===== config.mk =====
export PLATFORM = sky130hd
export DESIGN_NAME = cnt_phase_sequencer
export DESIGN_NICKNAME = d
export VERILOG_FILES = /design/src/rtl/cnt_phase_sequencer.sv
export SDC_FILE = /design/constraint.sdc
export NUM_CORES = 1
export LEC_CHECK = 0
export ABC_AREA = 1
export CORE_ASPECT_RATIO = 1.4
export CORE_MARGIN = 4
export CORE_UTILIZATION = 43
export DETAILED_ROUTE_END_ITERATION = 6
export MAX_ROUTING_LAYER = met4
export SETUP_SLACK_MARGIN = 0.4
export SYNTH_ARGS = -nofsm -noshare
export SYNTH_HDL_FRONTEND = slang
export SYNTH_SLANG_ARGS = --single-unit

===== constraint.sdc =====
create_clock -name clk -period 5.6 [get_ports clk]
set_input_delay 0.84 -clock clk [delete_from_list [all_inputs] [get_ports clk]]
set_output_delay 0.84 -clock clk [all_outputs]
set_load 0.02 [all_outputs]

===== src/rtl/cnt_phase_sequencer.sv =====
//======================================================================
// Module  : cnt_phase_sequencer
// Purpose : Runs a PHASES-deep {threshold, direction, repeat} program
//           on an external threshold up/down counter.
// Rev     : 1.0  initial release
//======================================================================
`default_nettype none

module cnt_phase_sequencer #(
    parameter int N      = 4,
    parameter int PHASES = 4,
    localparam int PW    = $clog2(PHASES)
) (
    input  logic          clk,
    input  logic          reset,
    input  logic          i_cfg_we,
    input  logic [PW-1:0] i_cfg_addr,
    input  logic [N-1:0]  i_cfg_th,
    input  logic          i_cfg_dir,
    input  logic [3:0]    i_cfg_reps,
    output logic          o_cfg_err,
    input  logic          i_start,
    input  logic          i_abort,
    output logic          o_busy,
    output logic          o_done,
    output logic [PW-1:0] o_phase_idx,
    output logic          o_cnt_n_reset,
    output logic          o_cnt_enable,
    output logic          o_cnt_dn_up,
    output logic [N-1:0]  o_cnt_th,
    input  logic          i_cnt_timeout
);

    typedef enum logic [2:0] {
        S_IDLE  = 3'd0,
        S_CLEAR = 3'd1,
        S_RUN   = 3'd2,
        S_NEXT  = 3'd3,
        S_DONE  = 3'd4
    } state_t;

    state_t        r_state;
    logic [N-1:0]  r_th   [PHASES];
    logic          r_dir  [PHASES];
    logic [3:0]    r_reps [PHASES];
    logic [3:0]    r_rep_cnt;
    logic [PW-1:0] r_phase_idx;
    logic          r_cfg_err;
    logic          r_busy;
    logic          r_done;
    logic          r_cnt_n_reset;
    logic          r_cnt_enable;
    logic          r_cnt_dn_up;
    logic [N-1:0]  r_cnt_th;

    logic [PW-1:0] w_next_idx;
    logic [3:0]    w_rep_inc;
    logic          w_last_phase;

    assign w_next_idx   = r_phase_idx + 1'b1;
    assign w_rep_inc    = r_rep_cnt + 4'd1;
    // Final entry reached either by depth or by an end-of-program marker
    assign w_last_phase = (r_phase_idx == PW'(PHASES - 1)) || (r_reps[w_next_idx] == 4'd0);

    always_ff @(posedge clk or posedge reset) begin
        if (reset) begin
            r_state       <= S_IDLE;
            r_rep_cnt     <= '0;
            r_phase_idx   <= '0;
            r_cfg_err     <= 1'b0;
            r_busy        <= 1'b0;
            r_done        <= 1'b0;
            r_cnt_n_reset <= 1'b1;
            r_cnt_enable  <= 1'b0;
            r_cnt_dn_up   <= 1'b0;
            r_cnt_th      <= '0;
            for (int i = 0; i < PHASES; i++) begin
                r_th[i]   <= '0;
                r_dir[i]  <= 1'b0;
                r_reps[i] <= '0;
            end
        end else begin
            r_done    <= 1'b0;
            r_cfg_err <= 1'b0;

            if (i_cfg_we && !i_abort) begin
                if (r_state == S_IDLE) begin
                    r_th[i_cfg_addr]   <= i_cfg_th;
                    r_dir[i_cfg_addr]  <= i_cfg_dir;
                    r_reps[i_cfg_addr] <= i_cfg_reps;
                end else begin
                    r_cfg_err <= 1'b1;
                end
            end

            if (i_abort && (r_state != S_IDLE)) begin
                r_state       <= S_IDLE;
                r_busy        <= 1'b0;
                r_cnt_enable  <= 1'b0;
                r_cnt_n_reset <= 1'b1;
            end else begin
                case (r_state)
                    S_IDLE: begin
                        if (i_start && !i_abort) begin
                            if (r_reps[0] != 4'd0) begin
                                r_state       <= S_CLEAR;
                                r_busy        <= 1'b1;
                                r_phase_idx   <= '0;
                                r_rep_cnt     <= '0;
                                r_cnt_n_reset <= 1'b0;
                                r_cnt_enable  <= 1'b0;
                                r_cnt_th      <= r_th[0];
                                r_cnt_dn_up   <= r_dir[0];
                            end else begin
                                r_done <= 1'b1;
                            end
                        end
                    end
                    S_CLEAR: begin
                        r_state       <= S_RUN;
                        r_cnt_n_reset <= 1'b1;
                        r_cnt_enable  <= 1'b1;
                    end
                    S_RUN: begin
                        if (i_cnt_timeout) begin
                            if (w_rep_inc == r_reps[r_phase_idx]) begin
                                r_state      <= S_NEXT;
                                r_cnt_enable <= 1'b0;
                            end else begin
                                r_rep_cnt <= w_rep_inc;
                            end
                        end
                    end
                    S_NEXT: begin
                        if (w_last_phase) begin
                            r_state <= S_DONE;
                            r_done  <= 1'b1;
                        end else begin
                            r_state       <= S_CLEAR;
                            r_phase_idx   <= w_next_idx;
                            r_rep_cnt     <= '0;
                            r_cnt_n_reset <= 1'b0;
                            r_cnt_th      <= r_th[w_next_idx];
                            r_cnt_dn_up   <= r_dir[w_next_idx];
                        end
                    end
                    S_DONE: begin
                        r_state <= S_IDLE;
                        r_busy  <= 1'b0;
                    end
                    default: begin
                        r_state      <= S_IDLE;
                        r_busy       <= 1'b0;
                        r_cnt_enable <= 1'b0;
                    end
                endcase
            end
        end
    end

    assign o_cfg_err     = r_cfg_err;
    assign o_busy        = r_busy;
    assign o_done        = r_done;
    assign o_phase_idx   = r_phase_idx;
    assign o_cnt_n_reset = r_cnt_n_reset;
    assign o_cnt_enable  = r_cnt_enable;
    assign o_cnt_dn_up   = r_cnt_dn_up;
    assign o_cnt_th      = r_cnt_th;

endmodule

`default_nettype wire

==> run metrics, run 1 <==
R2R Path Start=o_phase_idx[0]; level count of the clock H-tree=2; Post-synth EDFFs=0; crit-path leading delay family=flip-flops; worst-margin pin slew=800 ps; WP data required=4760 ps; largest net degree at the start of global routing=56; Setup CP Type=flop to output pin; peak per-stage delay on the critical path=870 ps; Worst Reg2Reg Path Length in Cells=12; clock buffer depth=2; via count=2366; # setup viols final=0; setup tns final=0 ps; First DRT Iteration DRCs=95; global-route usage over all layers=16.8%; DIE AREA=0.00819 mm^2; drt wl/cell=12.7 um; core area=0.00661 mm^2; vias in the first global route=2181; Syn. warnings=0; worst-path fanout max=19; Crit path arrival time=1920 ps; max cap viols=0; GRT overflow=0; Rel. slew slack=46.7%; Vias/cell=4.81; Final Wtd Congestion=0.833; final count of pins violating max slew=0; CTS Sinks=55; drt total wl=6260 um; number of synthesized register bits=55; Hold Vio Cnt, Final=0; unrepaired setup endpoints after global routing=false; hold path endpoint=o_cnt_n_reset; Synth Area per Inst=7.87 um^2; Netlist Area Pre-Place=0.00292 mm^2; Initial Util=44.2%; Final ANT Viol Nets=0; Post-Syn Nets=390; n_diodes=0; initial antenna violation count=0; Tcrit/Tclk final=49.3%; clk slew on worst S/H paths=90 ps; IO Pins=29; leakage=0.00166 uW; port bufs=28; Worst-Skew Late Latency=310 ps; Critical Path Start Type=flop; ys async rst share=100%; r2r endpoint=o_cnt_th[3]; hold depth=2; Final Critical Period=2760 ps; CTS Root Cell=clkbuf_8; Worst IR Drop VDD=0.201 mV; most frequent cells in the layout=nand2_1 (135), dfrtp_1 (54), inv_1 (39); Clock Skews=9.49 ps; TritonRoute pass-1 iters=4; maximum clock rate=362 MHz; Yosys cell types=30; CTS tree=yes; highest-delay cell along the critical path=dfrtp_1; total CTS buffers=5; DRC=0; std cell rows=35; share of cells above drive strength 1=9.50%; outcome=finished clean; cts repair resizes=0; dpl cells=484; post-route insts no fill=492; NumNets Final=418; cts-stage hold buffer count=0; crit-path cells=clkdlybuf4s50_1; Synth Instances=371; Die Y=106 um; # Post-CTS Setup Buffers=0; Seq/Total Area, Yosys=47.2%; fin util=50.3%; Hold Startpoint=o_cnt_n_reset; area delta synth->final=13.8%; commonest non-fill, non-tap cell in the layout=nand2_1; # fillers=693; Die Wd=77.7 um; HPWL after detailed placement=4560 um; r2r setup slk=3020 ps; Worst Hold Class=flop to flop; Post-synth top flop=dfrtp_1; first-pass GRT wire length=10800 um; worst path buffer plus inverter count=1; CP endpoint kind=output pin; pwr dens=513 mW/mm^2
[sequential cells by signal, indices dropped and copies added, names as in the netlist]
| signal | cells |
|---|---|
| r_state | 3 |
| o_phase_idx | 2 |
| o_cnt_dn_up | 1 |
| o_done | 1 |
| o_cnt_enable | 1 |
| o_busy | 1 |
| o_cnt_th | 4 |
| r_dir | 4 |
| r_th | 16 |
| o_cfg_err | 1 |
| o_cnt_n_reset | 1 |
| r_rep_cnt | 4 |
| r_reps | 16 |
[metrics by stage]
stage	setup slack [ps]	total power (uW)	cell area (um^2)	hold WS (ps)
3_3_place_gp	3000	1490	3240	456
4_1_cts	2800	1730	3320	472
6_report	2840	1710	3320	470
5_1_grt	2730	1870	3320	494
3_5_place_dp	2980	1500	3240	457
2_1_floorplan	3420	1300	2920	455
[power breakdown]
| group | switching, uW | internal (uW) | total [uW] |
|---|---|---|---|
| clock network | 135 | 87.4 | 222 |
| logic | 473 | 308 | 781 |
| registers | 136 | 567 | 703 |
[logic make-up (layout without fill, tap and decap cells)]
kind of cell	after synthesis	count (layout)	share of synthesized area [%]
compound gates	58	58	11.4
xor+xnor	1	1	0.300
fa+ha+maj	2	2	0.857
buf+inv	51	80	8.70
flops	55	55	47.2
simple gates	204	204	31.6
[cell usage after synthesis, types with 2 or more instances]
master | count | area, um^2
a21oi_1 | 14 | 70.1
nand2_1 | 135 | 507
nand4_1 | 3 | 18.8
o21ai_0 | 4 | 20.0
o21ai_1 | 28 | 140
o21ai_2 | 8 | 70.1
inv_1 | 40 | 150
inv_2 | 2 | 7.51
nand3_2 | 6 | 60.1
nand3_1 | 25 | 125
buf_6 | 6 | 67.6
nor3_1 | 3 | 15.0
nand3b_1 | 3 | 22.5
o31ai_1 | 2 | 15.0
nor2_4 | 3 | 33.8
nor2_1 | 20 | 75.1
dfrtp_1 | 54 | 1350
nor2_2 | 2 | 12.5
ha_1 | 2 | 25.0
[worst max-delay path by stage]
stage / startpoint / to / slack [ps] / cells after the start
3_5_place_dp: o_phase_idx[0] / r_rep_cnt[1] / 2980 / 13
4_1_cts: o_phase_idx[0] / o_phase_idx[0] / 2800 / 1
6_report: o_phase_idx[0] / o_phase_idx[0] / 2840 / 1
2_1_floorplan: reset / o_busy / 3420 / 1
3_3_place_gp: o_phase_idx[0] / r_rep_cnt[1] / 3000 / 13
5_1_grt: o_phase_idx[0] / o_phase_idx[0] / 2730 / 1
[cell type report]
| class | count | area, um^2 | area share, % |
|---|---|---|---|
| clock buffer | 5 | 68.8 | 2.07 |
| clock inverter | 3 | 20.0 | 0.602 |
| inverter | 43 | 166 | 5.01 |
| multi-input combinational | 265 | 1290 | 38.8 |
| sequential | 55 | 1380 | 41.4 |
| tap | 92 | 115 | 3.46 |
| timing repair buffer | 29 | 288 | 8.66 |
[metal layers]
layer | global-route usage (%) | vias up | share of wire (%)
li1 | - | 1238 | -
met1 | 21.2 | 1099 | 45
met2 | 28.1 | 23 | 52
met3 | 2.39 | 6 | 2.2
met4 | 4.58 | 0 | 1.3
met5 | - | - | 0
(Power assumes the default switching activity.)
==> run 2: changes to the inputs <==
--- a/config.mk
+++ b/config.mk
@@ -11,6 +11,7 @@
 export CORE_UTILIZATION = 43
 export DETAILED_ROUTE_END_ITERATION = 6
 export MAX_ROUTING_LAYER = met4
+export PLACE_DENSITY = 0.65
 export SETUP_SLACK_MARGIN = 0.4
 export SYNTH_ARGS = -nofsm -noshare
 export SYNTH_HDL_FRONTEND = slang
==> constraint.sdc (replaced) <==
create_clock -name clk -period 2.2 [get_ports clk]
set_input_delay 0.33 -clock clk [delete_from_list [all_inputs] [get_ports clk]]
set_output_delay 0.33 -clock clk [all_outputs]
set_load 0.02 [all_outputs]
==> run 2 against run 1 <==
Worst hold slack lost 280 ps. Clock-buffer cell count rose by 1. Non-clock buffer count grew 15.
==> run metrics, run 2 (synthesis results as in run 1) <==
outcome=finished clean; fin util=53.5%; GRT overflow=0; Worst IR Drop VDD=0.531 mV; total CTS buffers=5; WP data required=2400 ps; Critical Path Start Type=flop; peak per-stage delay on the critical path=440 ps; Initial Util=44.2%; HPWL after detailed placement=4760 um; Crit path arrival time=1940 ps; CP endpoint kind=flop; largest net degree at the start of global routing=34; std cell rows=35; NumNets Final=433; global-route usage over all layers=17.1%; Final Wtd Congestion=0.857; worst-path fanout max=7; # fillers=611; core area=0.00661 mm^2; CTS Sinks=55; Final Critical Period=1730 ps; Rel. slew slack=72.8%; final count of pins violating max slew=0; first-pass GRT wire length=11100 um; share of cells above drive strength 1=15.9%; clk slew on worst S/H paths=90 ps; most frequent cells in the layout=nand2_1 (130), dfrtp_1 (52), inv_1 (37); drt total wl=6470 um; n_diodes=0; highest-delay cell along the critical path=dfrtp_1; Setup CP Type=flop to flop; commonest non-fill, non-tap cell in the layout=nand2_1; pwr dens=1320 mW/mm^2; Tcrit/Tclk final=78.7%; max cap viols=0; worst-margin pin slew=408 ps; sequential cell area=0.00138 mm^2; Final ANT Viol Nets=0; unrepaired setup endpoints after global routing=true; worst path buffer plus inverter count=1; DIE AREA=0.00819 mm^2; Largest regs=r_reps (16), r_th (16); Worst Hold Class=input port to asynchronous set/reset pin; Die Wd=77.7 um; port bufs=28; crit-path cells=nor2_2, nand2_2, inv_1, nor2_1, nor2_2, nand2_4, nor2_4, nand2_4, nand2_2, nand2_2; Clock Skews=6.34 ps; area delta synth->final=21.1%; # setup viols final=0; Die Y=106 um; TritonRoute pass-1 iters=4; vias in the first global route=2392; drt wl/cell=12.8 um; multi-input gate area in the final layout=0.00136 mm^2; IO Pins=29; CTS tree=yes; via count=2471; cell repeated most along the worst path=nand2_2; Worst-Skew Late Latency=310 ps; clock buffer depth=2; Vias/cell=4.88; Hold Vio Cnt, Final=0; crit-path leading delay family=simple AND/OR/NAND/NOR gates; maximum clock rate=578 MHz; DRC=0; setup tns final=0 ps; Pwr Total=4670 uW; initial antenna violation count=0; leakage=0.00179 uW; level count of the clock H-tree=2; CTS Root Cell=clkbuf_8; First DRT Iteration DRCs=127; cts-stage hold buffer count=0
## run 2: through the flow
stage	instance area [um^2]	hold slack, ps	setup slack [ps]	cells
6_report	3540	191	470	506
3_5_place_dp	3320	458	198	492
5_1_grt	3540	218	369	506
3_3_place_gp	3320	455	263	492
2_1_floorplan	2950	402	398	371
4_1_cts	3430	186	402	502
## run 2: worst register-to-register path, delay by kind of cell, from the launching register on
kind          cells  cell delay (ps)
buf+inv           1              110
flops             1              440
simple gates      9             1090
## run 2: worst paths after layout
check,from,endpoint,slack (ps),depth (start not counted)
setup / recovery,r_state[2],r_rep_cnt[0],470,10
hold / removal,reset,o_done,190,2
setup reg to reg,r_state[2],r_rep_cnt[0],470,10
hold reg to reg,o_cnt_n_reset,o_cnt_n_reset,480,2
max in group asynchronous,reset,o_phase_idx[0],1400,3
min in group clk,o_cnt_n_reset,o_cnt_n_reset,480,2
## run 2: layer usage
metal,part of all wire (%),global-route usage [%]
met1,43,20.0
met2,52,29.3
met3,2.8,2.99
met4,1.9,6.23
met5,0,-
## run 2: cell type report
type	count	area share, %
Clock buffer	6	2.34
Clock inverter	1	0.248
Timing Repair Buffer	44	11.8
Inverter	43	4.92
Tap cell	92	3.26
Multi-Input combinational cell	265	38.4
Sequential cell	55	39.0
## run 2: where the power goes
group / total [uW] / internal, uW / leakage (uW) / switching, uW
Clock: 581 / 254 / 0.0000477 / 327
Sequential: 1750 / 1450 / 0.000698 / 304
Combinational: 2340 / 974 / 0.00104 / 1360
Total: 4670 / 2670 / 0.00179 / 1990
## run 2: what timing repair did
item,4_1_cts,5_1_grt
setup buffers,3,4
pin swaps,1,6
endpoints found under the setup margin,13,16
resized for setup,3,19
==> run 3: changes to the inputs <==
==> constraint.sdc (replaced) <==
create_clock -name clk -period 1.5 [get_ports clk]
set_input_delay 0.225 -clock clk [delete_from_list [all_inputs] [get_ports clk]]
set_output_delay 0.225 -clock clk [all_outputs]
set_load 0.02 [all_outputs]
==> run 3 against run 2 <==
The run now ends with negative setup slack left. Cell area grew 21%. Critical path depth grew 3. Die area unchanged. Critical path type unchanged. Largest power group unchanged.
==> run metrics, run 3 (synthesis results as in run 1) <==
outcome=complete, but fails checks; failing checks=negative setup slack; drt wl/cell=15.0 um; commonest non-fill, non-tap cell in the layout=nand2_1; cts-stage hold buffer count=0; worst-margin pin slew=822 ps; via count=2908; Die Y=106 um; dpl cell area=0.00356 mm^2; Critical Path Start Type=flop; std cell rows=35; share of cells above drive strength 1=35.0%; multi-input gate area in the final layout=0.00169 mm^2; CTS Root Cell=clkbuf_8; n_diodes=0; largest net degree at the start of global routing=29; Final Wtd Congestion=0.870; CP endpoint kind=flop; total CTS buffers=5; Vias/cell=5.19; GRT overflow=0; most frequent cells in the layout=nand2_1 (109), dfrtp_1 (52), buf_4 (47); R2R Path Start=o_phase_idx[1]; DRC=0; Worst Setup EP=r_rep_cnt[0]; Setup CP Type=flop to flop; max cap viols=0; clk slew on worst S/H paths=100 ps; worst-path fanout max=5; Worst IR Drop VDD=0.781 mV; drt total wl=8400 um; TritonRoute pass-1 iters=4; port bufs=28; leakage=0.00204 uW; DIE AREA=0.00819 mm^2; maximum clock rate=589 MHz; sequential cell area=0.00138 mm^2; Die Wd=77.7 um; clock buffer depth=2; final setup margin=-197 ps; # fillers=545; crit path launch=o_phase_idx[1]; Hold Vio Cnt, Final=0; IO Pins=29; final count of pins violating max slew=0; r2r endpoint=r_rep_cnt[0]; fin util=64.5%; WP data required=1710 ps; core area=0.00661 mm^2; Clock Skews=3.96 ps; Worst Reg2Reg Path Length in Cells=13; Rel. slew slack=45.2%; level count of the clock H-tree=2; NumNets Final=487; First DRT Iteration DRCs=140; Largest regs=r_reps (16), r_th (16); initial antenna violation count=0; Final ANT Viol Nets=0; global-route usage over all layers=21.6%; vias in the first global route=2828; first-pass GRT wire length=13600 um; r2r setup slk=-200 ps; # setup viols final=52; CTS Sinks=55; pwr dens=1890 mW/mm^2; Crit path arrival time=1910 ps; unrepaired setup endpoints after global routing=true; area delta synth->final=46.1%; fin area=0.00427 mm^2; Worst Hold Class=input port to asynchronous set/reset pin; HPWL after detailed placement=4820 um; CTS tree=yes; Worst-Skew Late Latency=310 ps; Initial Util=44.2%; Final Critical Period=1700 ps; Tcrit/Tclk final=113%
-- run 3: cell types whose count changed in the layout (fill, tap and decap cells not counted), moves of 10 or more --
cell,change
buf_6,+16
nand3_4,+16
buf_4,+32
nand2_1,-21
nand2_2,+21
clkdlybuf4s50_1,-10
-- run 3: worst min path at each step --
stage	endpoint	slack, ps
detailed placement	o_cnt_n_reset	460
floorplan	o_busy	300
finish	r_rep_cnt[1]	350
global route	r_reps[3]	400
CTS	r_reps[3]	360
global placement	o_cnt_n_reset	460
-- run 3: report_power, final --
part	switching [uW]	internal [uW]	total [uW]
combinational	2430	2060	4490
clock	485	489	973
sequential	477	2120	2600
total	3390	4670	8070
-- run 3: routing by layer --
layer,part of all wire (%),GRT usage [%]
met1,38,23.9
met2,54,37.7
met3,4.0,3.50
met4,3.5,9.92
met5,0,-
-- run 3: per-stage QoR --
step                hold slack (ps)  instances  setup slack (ps)  TNS (ps)  power, uW
floorplan                       297        371              -302     -3550       4930
global placement                456        517              -229     -8940       6080
detailed placement              459        517              -279     -9960       6150
CTS                             360        551              -180     -2570       7510
global route                    400        560              -312     -9760       8680
finish                          350        560              -197     -5130       8070
-- run 3: timing repair --
item / in CTS / in global routing
cloned: 14 / 0
setup endpoints to repair: 65 / 65
buffers inserted: 13 / 9
gates resized for setup: 86 / 50
pin swaps: 14 / 7
-- run 3: critical path: stages (launching register included) --
cell and delay (ps):
dfrtp_2 440, ha_4 260, nor2_4 80, nand2_1 60, nand2_1 70, inv_1 40, nand2_1 60, nand2_2 80
nand2_4 90, nand2_4 60, nor2_4 170, nand2_4 80, nand2_1 60, nand2_1 40
-- run 3: final cells by class --
cell class	count	area share, %
Clock inverter	2	0.880
Clock buffer	5	1.61
Multi-Input combinational cell	277	39.5
Timing Repair Buffer	86	18.8
Sequential cell	55	32.3
Inverter	43	4.19
Tap cell	92	2.70
